[config.mk]
export PLATFORM = sky130hd
export DESIGN_NAME = pixel_clip_fifo_flat
export DESIGN_NICKNAME = d
export VERILOG_FILES = /design/src/rtl/pixel_clip_fifo_if.sv /design/src/rtl/pixel_clip_fifo.sv /design/src/flat_wrapper.sv
export SDC_FILE = /design/constraint.sdc
export NUM_CORES = 1
export LEC_CHECK = 0
export CAP_MARGIN = 20
export CORE_MARGIN = 4
export CORE_UTILIZATION = 30
export DETAILED_ROUTE_END_ITERATION = 7
export SYNTH_ARGS = -nofsm -noshare
export SYNTH_HDL_FRONTEND = slang
export SYNTH_SLANG_ARGS = --single-unit
[constraint.sdc]
create_clock -name clk -period 4.1 [get_ports clk]
set_input_delay 0.82 -clock clk [delete_from_list [all_inputs] [get_ports clk]]
set_output_delay 0.82 -clock clk [all_outputs]
set_load 0.01 [all_outputs]
[src/rtl/pixel_clip_fifo_if.sv]
// Pixel request bus from a drawing engine plus the plot bus towards vga_adapter.
// A request transfers on a rising edge where in_valid && in_ready; in_ready never looks at in_valid.
interface pixel_clip_fifo_if;
    logic              in_valid;
    logic              in_ready;
    logic signed [8:0] in_x;
    logic signed [7:0] in_y;
    logic [2:0]        in_colour;
    logic              in_last;
    logic              out_stall;
    logic [7:0]        vga_x;
    logic [6:0]        vga_y;
    logic [2:0]        vga_colour;
    logic              vga_plot;

    modport master (
        output in_valid, in_x, in_y, in_colour, in_last, out_stall,
        input  in_ready, vga_x, vga_y, vga_colour, vga_plot
    );

    modport slave (
        input  in_valid, in_x, in_y, in_colour, in_last, out_stall,
        output in_ready, vga_x, vga_y, vga_colour, vga_plot
    );
endinterface

[src/rtl/pixel_clip_fifo.sv]
// Clips signed pixel requests to the screen, queues on-screen ones and replays them as plot strobes.
// done rises once the last request is accepted and the queue has fully drained.
module pixel_clip_fifo #(
    parameter int WIDTH  = 160,
    parameter int HEIGHT = 120,
    parameter int DEPTH  = 16,
    parameter int CW     = 16
) (
    input  logic                     clk,
    input  logic                     rst_n,
    input  logic                     start,
    pixel_clip_fifo_if.slave         pix,
    output logic                     done,
    output logic [CW-1:0]            clip_count,
    output logic [$clog2(DEPTH):0]   fifo_level,
    output logic [1:0]               state_dbg
);
    localparam int AW = $clog2(DEPTH);
    localparam int LW = AW + 1;

    typedef enum logic [1:0] {
        S_IDLE  = 2'd0,
        S_RUN   = 2'd1,
        S_DRAIN = 2'd2,
        S_DONE  = 2'd3
    } state_t;

    state_t              state;
    logic [17:0]         mem [DEPTH];
    logic [AW-1:0]       wr_ptr;
    logic [AW-1:0]       rd_ptr;
    logic [LW-1:0]       level;
    logic [7:0]          vga_x_q;
    logic [6:0]          vga_y_q;
    logic [2:0]          vga_colour_q;
    logic                vga_plot_q;
    logic signed [31:0]  x_ext;
    logic signed [31:0]  y_ext;
    logic                on_screen;
    logic                active;
    logic                abort;
    logic                ready;
    logic                accept;
    logic                push;
    logic                pop;

    assign x_ext     = {{23{pix.in_x[8]}}, pix.in_x};
    assign y_ext     = {{24{pix.in_y[7]}}, pix.in_y};
    assign on_screen = (x_ext >= 0) && (x_ext < WIDTH) && (y_ext >= 0) && (y_ext < HEIGHT);

    assign active = (state == S_RUN) || (state == S_DRAIN);
    assign abort  = active && !start;
    assign ready  = (state == S_RUN) && (level != LW'(DEPTH));
    // An abort edge flushes everything, so nothing is accepted or popped on it.
    assign accept = pix.in_valid && ready && !abort;
    assign push   = accept && on_screen;
    assign pop    = active && !abort && (level != '0) && !pix.out_stall;

    assign pix.in_ready   = ready;
    assign pix.vga_x      = vga_x_q;
    assign pix.vga_y      = vga_y_q;
    assign pix.vga_colour = vga_colour_q;
    assign pix.vga_plot   = vga_plot_q;
    assign fifo_level     = level;
    assign state_dbg      = state;

    always_ff @(posedge clk) begin
        if (push) begin
            mem[wr_ptr] <= {pix.in_x[7:0], pix.in_y[6:0], pix.in_colour};
        end
    end

    always_ff @(posedge clk or negedge rst_n) begin
        if (!rst_n) begin
            state        <= S_IDLE;
            wr_ptr       <= '0;
            rd_ptr       <= '0;
            level        <= '0;
            vga_x_q      <= '0;
            vga_y_q      <= '0;
            vga_colour_q <= '0;
            vga_plot_q   <= 1'b0;
            done         <= 1'b0;
            clip_count   <= '0;
        end else if (abort) begin
            state      <= S_IDLE;
            wr_ptr     <= '0;
            rd_ptr     <= '0;
            level      <= '0;
            vga_plot_q <= 1'b0;
            done       <= 1'b0;
        end else begin
            vga_plot_q <= pop;
            if (pop) begin
                vga_x_q      <= mem[rd_ptr][17:10];
                vga_y_q      <= mem[rd_ptr][9:3];
                vga_colour_q <= mem[rd_ptr][2:0];
                rd_ptr       <= rd_ptr + AW'(1);
            end
            if (push) begin
                wr_ptr <= wr_ptr + AW'(1);
            end
            if (push && !pop) begin
                level <= level + LW'(1);
            end else if (pop && !push) begin
                level <= level - LW'(1);
            end
            if (accept && !on_screen && (clip_count != '1)) begin
                clip_count <= clip_count + CW'(1);
            end

            // Placed after the counter update so the job-start clear wins.
            case (state)
                S_IDLE: begin
                    if (start) begin
                        state      <= S_RUN;
                        clip_count <= '0;
                    end
                end
                S_RUN: begin
                    if (accept && pix.in_last) begin
                        state <= S_DRAIN;
                    end
                end
                S_DRAIN: begin
                    if (level == '0) begin
                        state <= S_DONE;
                        done  <= 1'b1;
                    end
                end
                S_DONE: begin
                    if (!start) begin
                        state <= S_IDLE;
                        done  <= 1'b0;
                    end
                end
                default: state <= S_IDLE;
            endcase
        end
    end
endmodule
[src/flat_wrapper.sv]
// flat-port wrapper written by rule: the top's interface ports become plain ports
module pixel_clip_fifo_flat 
#(
    parameter int WIDTH  = 160,
    parameter int HEIGHT = 120,
    parameter int DEPTH  = 16,
    parameter int CW     = 16
)
  (clk, rst_n, start, done, clip_count, fifo_level, state_dbg, pix_in_valid, pix_in_x, pix_in_y, pix_in_colour, pix_in_last, pix_out_stall, pix_in_ready, pix_vga_x, pix_vga_y, pix_vga_colour, pix_vga_plot);
  pixel_clip_fifo_if pix_i ();
  input  logic clk;
  input  logic rst_n;
  input  logic start;
  output logic done;
  output logic [CW-1:0] clip_count;
  output logic [$clog2(DEPTH):0] fifo_level;
  output logic [1:0] state_dbg;
  input wire logic [$bits(pix_i.in_valid)-1:0] pix_in_valid;
  input wire logic [$bits(pix_i.in_x)-1:0] pix_in_x;
  input wire logic [$bits(pix_i.in_y)-1:0] pix_in_y;
  input wire logic [$bits(pix_i.in_colour)-1:0] pix_in_colour;
  input wire logic [$bits(pix_i.in_last)-1:0] pix_in_last;
  input wire logic [$bits(pix_i.out_stall)-1:0] pix_out_stall;
  output wire logic [$bits(pix_i.in_ready)-1:0] pix_in_ready;
  output wire logic [$bits(pix_i.vga_x)-1:0] pix_vga_x;
  output wire logic [$bits(pix_i.vga_y)-1:0] pix_vga_y;
  output wire logic [$bits(pix_i.vga_colour)-1:0] pix_vga_colour;
  output wire logic [$bits(pix_i.vga_plot)-1:0] pix_vga_plot;
  assign pix_i.in_valid = pix_in_valid;
  assign pix_i.in_x = pix_in_x;
  assign pix_i.in_y = pix_in_y;
  assign pix_i.in_colour = pix_in_colour;
  assign pix_i.in_last = pix_in_last;
  assign pix_i.out_stall = pix_out_stall;
  assign pix_in_ready = pix_i.in_ready;
  assign pix_vga_x = pix_i.vga_x;
  assign pix_vga_y = pix_i.vga_y;
  assign pix_vga_colour = pix_i.vga_colour;
  assign pix_vga_plot = pix_i.vga_plot;
  pixel_clip_fifo #(.WIDTH(WIDTH), .HEIGHT(HEIGHT), .DEPTH(DEPTH), .CW(CW)) u_core (.clk(clk), .rst_n(rst_n), .start(start), .pix(pix_i), .done(done), .clip_count(clip_count), .fifo_level(fifo_level), .state_dbg(state_dbg));
endmodule
==> results.md, run 1 <==
* Starting Density at 30.7%
* GR Util All Layers at 12.6%
* EDFF count, synth at 288
* Synth top area cells: edfxtp_1 (63%), mux4_2 (12%), dfrtp_1 (9.3%), mux2i_1 (1.8%), mux2_2 (1.6%)
* Synth Register Bits at 339
* Fmax at 308 MHz
* Antenna cells at 0
* Leakage at 5.39 nW
* Final nets at 873
* Vias/cell at 4.93
* Synth unique cells at 55
* Fill count at 4072
* Design Area, Final at 16500 um2
* Hold buffers post-CTS at 0
* Syn avg cell area at 19.1 um2
* Sequential share of the synthesized area at 72.5%
* Yosys top cell area share at 63.2%
* Worst-Skew Late Latency at 510 ps
* Hold Violations, Final at 0
* Reg2reg start: u_core.state_dbg[1]
* CTS resizes at 0
* Comb power frac at 18.6%
* Pin count of the biggest net entering global routing at 76
* Sequential Area at 9930 um2
* Initial DRT Pass Iterations at 4
* # clock sinks at 339
* RSZ-0062 raised after global routing: no
* Clock root buffer: clkbuf_16
* Tot Pwr at 8.89 mW
* Post-DR wirelength/cell at 21.7 um
* Port Buffers at 69
* Pwr Density at 538 nW/um2
* Worst Path Arrival at 3680 ps
* Htree depth at 2
* Peak VDD IR at 0.321 mV
* Critical path origin: u_core.state_dbg[1]
* CTS Buf Count at 36
* Largest area contributor in the netlist: edfxtp_1
* Core area at 44600 um2
* Sw frac at 25.5%
* TritonCTS clock tree: yes
* Post-synthesis cell area at 13700 um2
* DR iter-0 viols at 705
* Area Growth Syn to Fin at 20.7%
* Std-Cell Rows at 77
* Final period utilization at 79.1%
* Global-route wire length before repair at 47300 um
* Most common cell in the synthesized netlist: edfxtp_1
* Vias at 7145
* Max Cap Viol at 0
* Top cells by count, synth: edfxtp_1 (288), mux4_2 (72), dfrtp_1 (51), mux2i_1 (24), nor2_1 (23)
* Sequential power share at 46.3%
* Worst setup margin at 855 ps
* Placed Area at 15400 um2
* Worst slew pin tran at 1070 ps
* Share of layout cells above drive strength 1 at 24.6%
* Status: finished clean
* Reg2Reg Depth at 14
* Initial antenna violation count at 1
* Overflow after GRT at 0
* Critical path data required time at 4530 ps
* # setup viols final at 0
* Reg-to-reg critical path endpoint: u_core.fifo_level[4]
* Synthesized net count at 758
* Die Wd at 222 um
* Worst slack, placed at 349 ps
* Crit path kind: reg2reg
* Yosys warning count at 0
* Multi-input gate area at 3560 um2
* Drt total wl at 31500 um
* Syn Inst Count at 716
* CP endpoint kind: flip-flop
* Die area at 49100 um2
* Max Buffers Root-to-Sink at 3
* Psw at 2.26 mW
* Skew final at 12.1 ps
* HPWL after DPL at 18500 um
* Fin util at 37.0%
* GP Congestion at 0.777
* Ys async rst share at 15.0%
* Setup TNS at 0 ps
* Ports at 70
* Primary FF master, synth: edfxtp_1
* Clock power share at 35.1%
* Post-route DRC at 0
* Critical path launch point type: flip-flop
* Chip Height at 222 um
* Post-route ant nets at 0
* Postcts setup bufs at 0
* Clock transition at path regs at 60 ps
* Setup slack, reg-to-reg at 860 ps
* Pins Over Slew Limit at 0
* Worst Path Max Fanout at 7
* Minimum clock period at 3240 ps
* Internal at 6.62 mW
* Worst slew margin at 28.8%
* Vias in the first global route at 7241
* Hold crit path type: in2async
==> power by group through the flow <==
| stage | clock network [mW] | logic [mW] | registers, mW |
|---|---|---|---|
| global route | 3.35 | 1.82 | 4.13 |
| floorplan | 0 | 1.09 | 4.10 |
| finish | 3.12 | 1.65 | 4.11 |
| detailed placement | 0 | 1.68 | 4.18 |
| CTS | 3.21 | 1.69 | 4.11 |
| global placement | 0 | 1.67 | 4.19 |
==> stage by stage <==
step           cells  hold WS, ps
6_report        1450          389
5_1_grt         1450          437
4_1_cts         1450          387
3_5_place_dp    1385          511
3_3_place_gp    1385          507
2_1_floorplan    716          524
==> flip-flops by register name (all words and copies together), names as in the netlist <==
register,count
u_core.fifo_level,5
u_core.pix.vga_y,7
u_core.clip_count,16
u_core.pix.vga_colour,3
u_core.rd_ptr,4
u_core.mem,288
u_core.pix.vga_x,8
u_core.done,1
u_core.pix.vga_plot,1
u_core.state_dbg,2
u_core.wr_ptr,4
==> worst max-delay path, cell delays in order, from the launching register on <==
cell,delay (ps)
dfrtp_1,430
inv_1,80
ha_1,330
or2b_4,290
o2111ai_4,180
nand2b_1,210
inv_2,70
ha_1,170
inv_1,110
fa_1,420
a21o_1,190
a21oi_1,160
xnor2_1,90
or3_1,300
a21oi_1,140
==> layer usage <==
layer	wire length, um	part of all wire (%)	vias up	GRT usage (%)
met5	13	0.041	-	0
li1	-	-	3150	-
met3	2100	6.7	39	2.82
met4	444	1.4	2	2.68
met1	14500	46	3725	18.5
met2	14400	46	229	19.4
==> cell type report <==
type	instances	share of cell area (%)
repair buffers	114	6.57
well taps	592	4.48
multi-input cells	324	21.5
clock buffers	50	6.08
inverters	16	0.364
clock inverters	15	0.818
flip-flops and latches	339	60.1
==> kinds of logic after synthesis <==
logic type | after synthesis | synth area share [%]
AOI/OAI and AO/OA | 59 | 3.51
xor gates and xnor gates | 11 | 0.704
and+or+nand+nor | 123 | 4.85
DFF | 339 | 72.5
muxes | 115 | 15.2
adders and majority gates | 16 | 1.52
buffers and inverters | 53 | 1.70
==> worst max path at each step <==
stage	slack [ps]	cells past startpoint	end
4_1_cts	850	14	u_core.fifo_level[4]
3_5_place_dp	350	13	u_core.fifo_level[4]
2_1_floorplan	330	7	u_core.mem[0][0]
3_3_place_gp	350	13	u_core.fifo_level[4]
5_1_grt	560	14	u_core.fifo_level[4]
6_report	860	14	u_core.fifo_level[4]
==> cells in the final DEF, fill, tap and decap left out, types with 19 or more instances in the layout <==
cell	count
clkbuf_16	37
nor2_1	19
mux4_2	72
buf_4	40
edfxtp_1	288
mux2_2	19
clkdlybuf4s50_1	68
nand2_1	19
dfrtp_1	48
nor3_1	21
a221o_1	19
mux2i_1	24
Power figures use the tool's default switching activity.
==> inputs of run 2 (changes only) <==
- clock period: 4.1 -> 3.3 ns (I/O delays scaled with it)
==> results.md, run 2 (synthesis results as in run 1) <==
* Die area at 49100 um2 (unchanged)
* Vias at 7142 (-0.042%)
* Vias/cell at 4.87 (-1.2%)
* Worst Path Max Fanout at 5 (-2)
* Critical path data required time at 3750 ps (-780 ps)
* Critical Path, Cell by Cell: inv_1 > ha_2 > or2b_4 > o2111ai_4 > nand2b_1 > inv_2 > ha_1 > inv_1 > fa_1 > a21o_1 > a21oi_1 > xnor2_1 > or3_1 > a21oi_1
* Fill count at 4105 (+0.81%)
* Area Growth Syn to Fin at 22.6%
* Postcts setup bufs at 0 (unchanged)
* Max Buffers Root-to-Sink at 3 (unchanged)
* Chip Height at 222 um (unchanged)
* RSZ-0062 raised after global routing: no
* GR Util All Layers at 12.3% (-0.33 points)
* Peak VDD IR at 0.335 mV (+4.4%)
* HPWL after DPL at 19600 um (+6.3%)
* Fmax at 323 MHz (+4.9%)
* Worst slew margin at 30.4% (+1.6 points)
* Port Buffers at 69 (unchanged)
* Hold crit path type: in2async
* Commonest non-fill, non-tap cell in the layout: edfxtp_1
* Initial DRT Pass Iterations at 4 (unchanged)
* Skew final at 13.5 ps (+1.43 ps)
* Critical path launch point type: flip-flop
* CTS Buf Count at 35 (-2.8%)
* Hold Violations, Final at 0 (unchanged)
* Worst-Skew Late Latency at 530 ps (+20 ps)
* Minimum clock period at 3090 ps (-151 ps)
* Leakage at 5.52 nW (+2.3%)
* Clock root buffer: clkbuf_16
* Initial antenna violation count at 1 (unchanged)
* Starting Density at 30.7% (unchanged)
* Die Wd at 222 um (unchanged)
* GP Congestion at 0.795 (+2.3%)
* Most frequent cells in the layout: edfxtp_1 (288), mux4_2 (72), clkdlybuf4s50_1 (68)
* Vias in the first global route at 7393 (+2.1%)
* DR iter-0 viols at 652 (-7.5%)
* Max reg flops at 288 (unchanged)
* Drt total wl at 30500 um (-3.2%)
* Worst Path Arrival at 3540 ps (-140 ps)
* Final nets at 891 (+2.1%)
* Reg2reg start: u_core.state_dbg[0]
* Post-route ant nets at 0 (unchanged)
* Overflow after GRT at 0 (unchanged)
* Critical path origin: u_core.state_dbg[0]
* Max Cap Viol at 0 (unchanged)
* Htree depth at 2 (unchanged)
* TritonCTS clock tree: yes
* # setup viols final at 0 (unchanged)
* CP bufs+invs at 3 (unchanged)
* Core area at 44600 um2 (unchanged)
* Std-Cell Rows at 77 (unchanged)
* Largest Register: u_core.mem
* Final period utilization at 93.7% (+15 points)
* Crit path kind: reg2reg
* Pins Over Slew Limit at 0 (unchanged)
* Fin util at 37.6% (+0.58 points)
* Family with the most delay on the worst path: adder cells
* Slowest stage delay, CP at 420 ps (about the same)
* Antenna cells at 0 (unchanged)
* Post-DR wirelength/cell at 20.8 um (-4.3%)
* Setup TNS at 0 ps (unchanged)
* Pin count of the biggest net entering global routing at 40 (-47%)
* Share of layout cells above drive strength 1 at 26.9% (+2.3 points)
* Post-route DRC at 0 (unchanged)
* Global-route wire length before repair at 46600 um (-1.5%)
* Worst slew pin tran at 1040 ps (-24.6 ps)
* Status: finished clean
* Critical Path Slowest Stage Cell: dfrtp_1
* Clock transition at path regs at 70 ps (about the same)
* Ports at 70 (unchanged)
* Hold buffers post-CTS at 0 (unchanged)
* CTS resizes at 0 (unchanged)
* CP endpoint kind: flip-flop
* Pwr Density at 672 nW/um2 (+25%)
* # clock sinks at 339 (unchanged)
## run 2: cell types whose count changed in the layout (fill, tap and decap cells not counted), sizes merged
cell	change
clkinv	+1
bufinv	+3
buf	+19
clkinvlp	+2
clkbuf	-8
## run 2: layout make-up
cell class	count	area, um2	share of cell area (%)
flip-flops and latches	339	9930	59.2
multi-input cells	324	3560	21.2
repair buffers	133	1300	7.77
clock buffers	42	902	5.38
well taps	592	741	4.42
clock inverters	21	275	1.64
inverters	16	60.1	0.358
## run 2: path summary, 6_finish.rpt
kind / endpoint / slack, ps / depth (start not counted)
max in group asynchronous: u_core.pix.vga_y[0] / 2380 / 2
worst min-delay path: u_core.clip_count[5] / 230 / 1
worst max register to register: u_core.fifo_level[4] / 210 / 14
worst max-delay path: u_core.fifo_level[4] / 210 / 14
worst min register to register: u_core.pix.vga_colour[1] / 530 / 1
min in group clk: u_core.pix.vga_colour[1] / 530 / 1
## run 2: stage by stage
stage | area, um2 | hold WS [ps] | std cells | power, mW | setup WS, ps
final | 16800 | 226 | 1467 | 11.3 | 206
after global routing | 16800 | 278 | 1467 | 11.8 | 36.9
after CTS | 16800 | 241 | 1467 | 11.4 | 153
after detailed placement | 15600 | 532 | 1404 | 7.38 | -163
after global placement | 15600 | 515 | 1404 | 7.35 | -115
after floorplan | 13700 | 364 | 716 | 6.45 | -471
## run 2: report_power, final
part           internal (mW)  total (mW)  switching (mW)
combinational           1.17        2.16           0.985
clock                   2.38        4.02            1.65
sequential              4.83        5.10           0.274
## run 2: per-layer routing
layer | global-route usage (%) | wire (um) | part of all wire, % | up-vias
met5 | 0 | 13 | 0.043 | -
met4 | 2.54 | 441 | 1.4 | 2
met3 | 3.03 | 2450 | 8.0 | 38
met2 | 18.3 | 13700 | 45 | 208
met1 | 18.4 | 13900 | 46 | 3706
li1 | - | - | - | 3188
==> inputs of run 3 (changes only) <==
- CTS_CLUSTER_SIZE: unset -> 30
- clock period: 3.3 -> 3 ns (I/O delays scaled with it)
==> results.md, run 3 (synthesis results as in run 1) <==
* Drt total wl at 32400 um (+6.1%)
* Htree depth at 2 (unchanged)
* Fill count at 4072 (-0.80%)
* Std-Cell Rows at 77 (unchanged)
* # setup viols final at 0 (unchanged)
* Area Growth Syn to Fin at 23.8%
* Worst-Skew Late Latency at 520 ps (about the same)
* Fmax at 352 MHz (+9.0%)
* # clock sinks at 339 (unchanged)
* HPWL after DPL at 20300 um (+3.5%)
* Critical path data required time at 3440 ps (-310 ps)
* Critical Path Slowest Stage Cell: dfrtp_1
* Max Cap Viol at 0 (unchanged)
* Antenna cells at 0 (unchanged)
* Overflow after GRT at 0 (unchanged)
* Vias/cell at 4.98 (+2.3%)
* Die Wd at 222 um (unchanged)
* TritonCTS clock tree: yes
* Global-route wire length before repair at 48800 um (+4.6%)
* Port Buffers at 69 (unchanged)
* Post-DR wirelength/cell at 21.9 um (+5.3%)
* Post-route DRC at 0 (unchanged)
* Fin util at 38.0% (+0.35 points)
* Setup TNS at 0 ps (unchanged)
* GR Util All Layers at 12.9% (+0.64 points)
* Crit path kind: reg2reg
* Post-route ant nets at 0 (unchanged)
* DR iter-0 viols at 626 (-4.0%)
* Final period utilization at 94.6% (+0.85 points)
* Clock root buffer: clkbuf_16
* Ports at 70 (unchanged)
* GP Congestion at 0.790 (-0.68%)
* Max Buffers Root-to-Sink at 3 (unchanged)
* Initial DRT Pass Iterations at 4 (unchanged)
* Largest Register: u_core.mem
* CP endpoint kind: flip-flop
* Worst slew pin tran at 1190 ps (+149 ps)
* Die area at 49100 um2 (unchanged)
* Critical path launch point type: flip-flop
* Worst Path Max Fanout at 5 (unchanged)
* Vias at 7367 (+3.2%)
* Pins Over Slew Limit at 0 (unchanged)
* Worst setup margin at 162 ps (-44.3 ps)
* Hold Violations, Final at 0 (unchanged)
* Commonest non-fill, non-tap cell in the layout: edfxtp_1
* Clock transition at path regs at 60 ps (about the same)
* Leakage at 5.55 nW (+0.56%)
* Status: finished clean
* Max reg flops at 288 (unchanged)
* Peak VDD IR at 0.405 mV (+21%)
* Placed Area at 15900 um2 (+1.9%)
* Core area at 44600 um2 (unchanged)
* Worst Path Arrival at 3270 ps (-270 ps)
* Chip Height at 222 um (unchanged)
* Worst slew margin at 20.5% (-9.9 points)
* Most used cell, CP: inv_2
* Design Area, Final at 16900 um2 (+0.93%)
* Minimum clock period at 2840 ps (-256 ps)
* CTS Buf Count at 34 (-2.9%)
* Initial antenna violation count at 0 (-1)
* Pwr Density at 717 nW/um2 (+6.6%)
* Skew final at 38.3 ps (+24.7 ps)
* RSZ-0062 raised after global routing: no
* Worst slack, placed at -400 ps (-237 ps)
* Pin count of the biggest net entering global routing at 52 (+30%)
* Starting Density at 30.7% (unchanged)
* Share of layout cells above drive strength 1 at 27.4% (+0.54 points)
* Slowest stage delay, CP at 410 ps (about the same)
* Hold crit path type: in2async
* Critical Path, Cell by Cell: inv_2 > ha_4 > or2b_4 > o2111ai_4 > nand2b_1 > inv_2 > ha_4 > inv_2 > fa_2 > a21o_1 > a21oi_2 > xnor2_1 > or3_1 > a21oi_1
* Most frequent cells in the layout: edfxtp_1 (288), mux4_2 (72), clkdlybuf4s50_1 (68)
* Vias in the first global route at 7390 (-0.041%)
* Hold slack at 226 ps (+0.503 ps)
* Final nets at 905 (+1.6%)
[run 3: cell types whose count changed in the layout (fill, tap and decap cells not counted), moves of 5 or more]
cell,change
clkbuf_1,+7
buf_4,+5
clkinv_2,-7
buf_12,+10
[run 3: through the flow]
stage	power (mW)	std cells
floorplan	7.14	716
global route	12.7	1479
global placement	8.23	1417
detailed placement	8.26	1417
finish	12.1	1479
CTS	12.2	1477
[run 3: worst paths after layout]
| path | start | to | slack, ps | depth (start not counted) |
|---|---|---|---|---|
| setup reg to reg | u_core.state_dbg[0] | u_core.fifo_level[4] | 160 | 14 |
| setup / recovery | u_core.state_dbg[0] | u_core.fifo_level[4] | 160 | 14 |
| min in group clk | u_core.pix.vga_colour[1] | u_core.pix.vga_colour[1] | 540 | 1 |
| hold reg to reg | u_core.pix.vga_colour[1] | u_core.pix.vga_colour[1] | 540 | 1 |
| max in group asynchronous | rst_n | u_core.rd_ptr[1] | 2180 | 2 |
| hold / removal | rst_n | u_core.clip_count[15] | 230 | 2 |
[run 3: critical path: cells and delay by family, from the launching register on]
| family | cells | cell delay, ps |
|---|---|---|
| simple gates | 3 | 710 |
| fa+ha+maj | 3 | 690 |
| compound gates | 4 | 610 |
| flops | 1 | 410 |
| buf+inv | 3 | 250 |
| xor+xnor | 1 | 80 |
[run 3: power by group]
| group | leakage (nW) | switching, mW | total [mW] | internal (mW) |
|---|---|---|---|---|
| combinational | 1.79 | 1.16 | 2.57 | 1.41 |
| clock | 0.496 | 1.72 | 3.97 | 2.26 |
| sequential | 3.26 | 0.285 | 5.59 | 5.31 |
[run 3: metal layers]
layer	part of all wire, %	vias up	wire length [um]	GRT usage, %
met1	47	3910	15200	19.2
li1	-	3223	-	-
met2	47	197	15200	20.2
met3	5.0	37	1610	2.42
met4	1.2	0	391	2.22
met5	0	-	0	0
[run 3: what timing repair did]
action	in CTS	in global routing
gates resized for setup	0	1
hold buffers	0	0
setup buffers	0	2
setup endpoints to repair	0	2
[run 3: area by class of cell]
cell class / count / area (um2) / share of cell area, %
Tap cell: 592 / 741 / 4.37
Clock buffer: 50 / 931 / 5.50
Clock inverter: 10 / 95.1 / 0.562
Multi-Input combinational cell: 324 / 3630 / 21.4
Inverter: 16 / 60.1 / 0.355
Sequential cell: 339 / 9930 / 58.7
Timing Repair Buffer: 148 / 1540 / 9.10
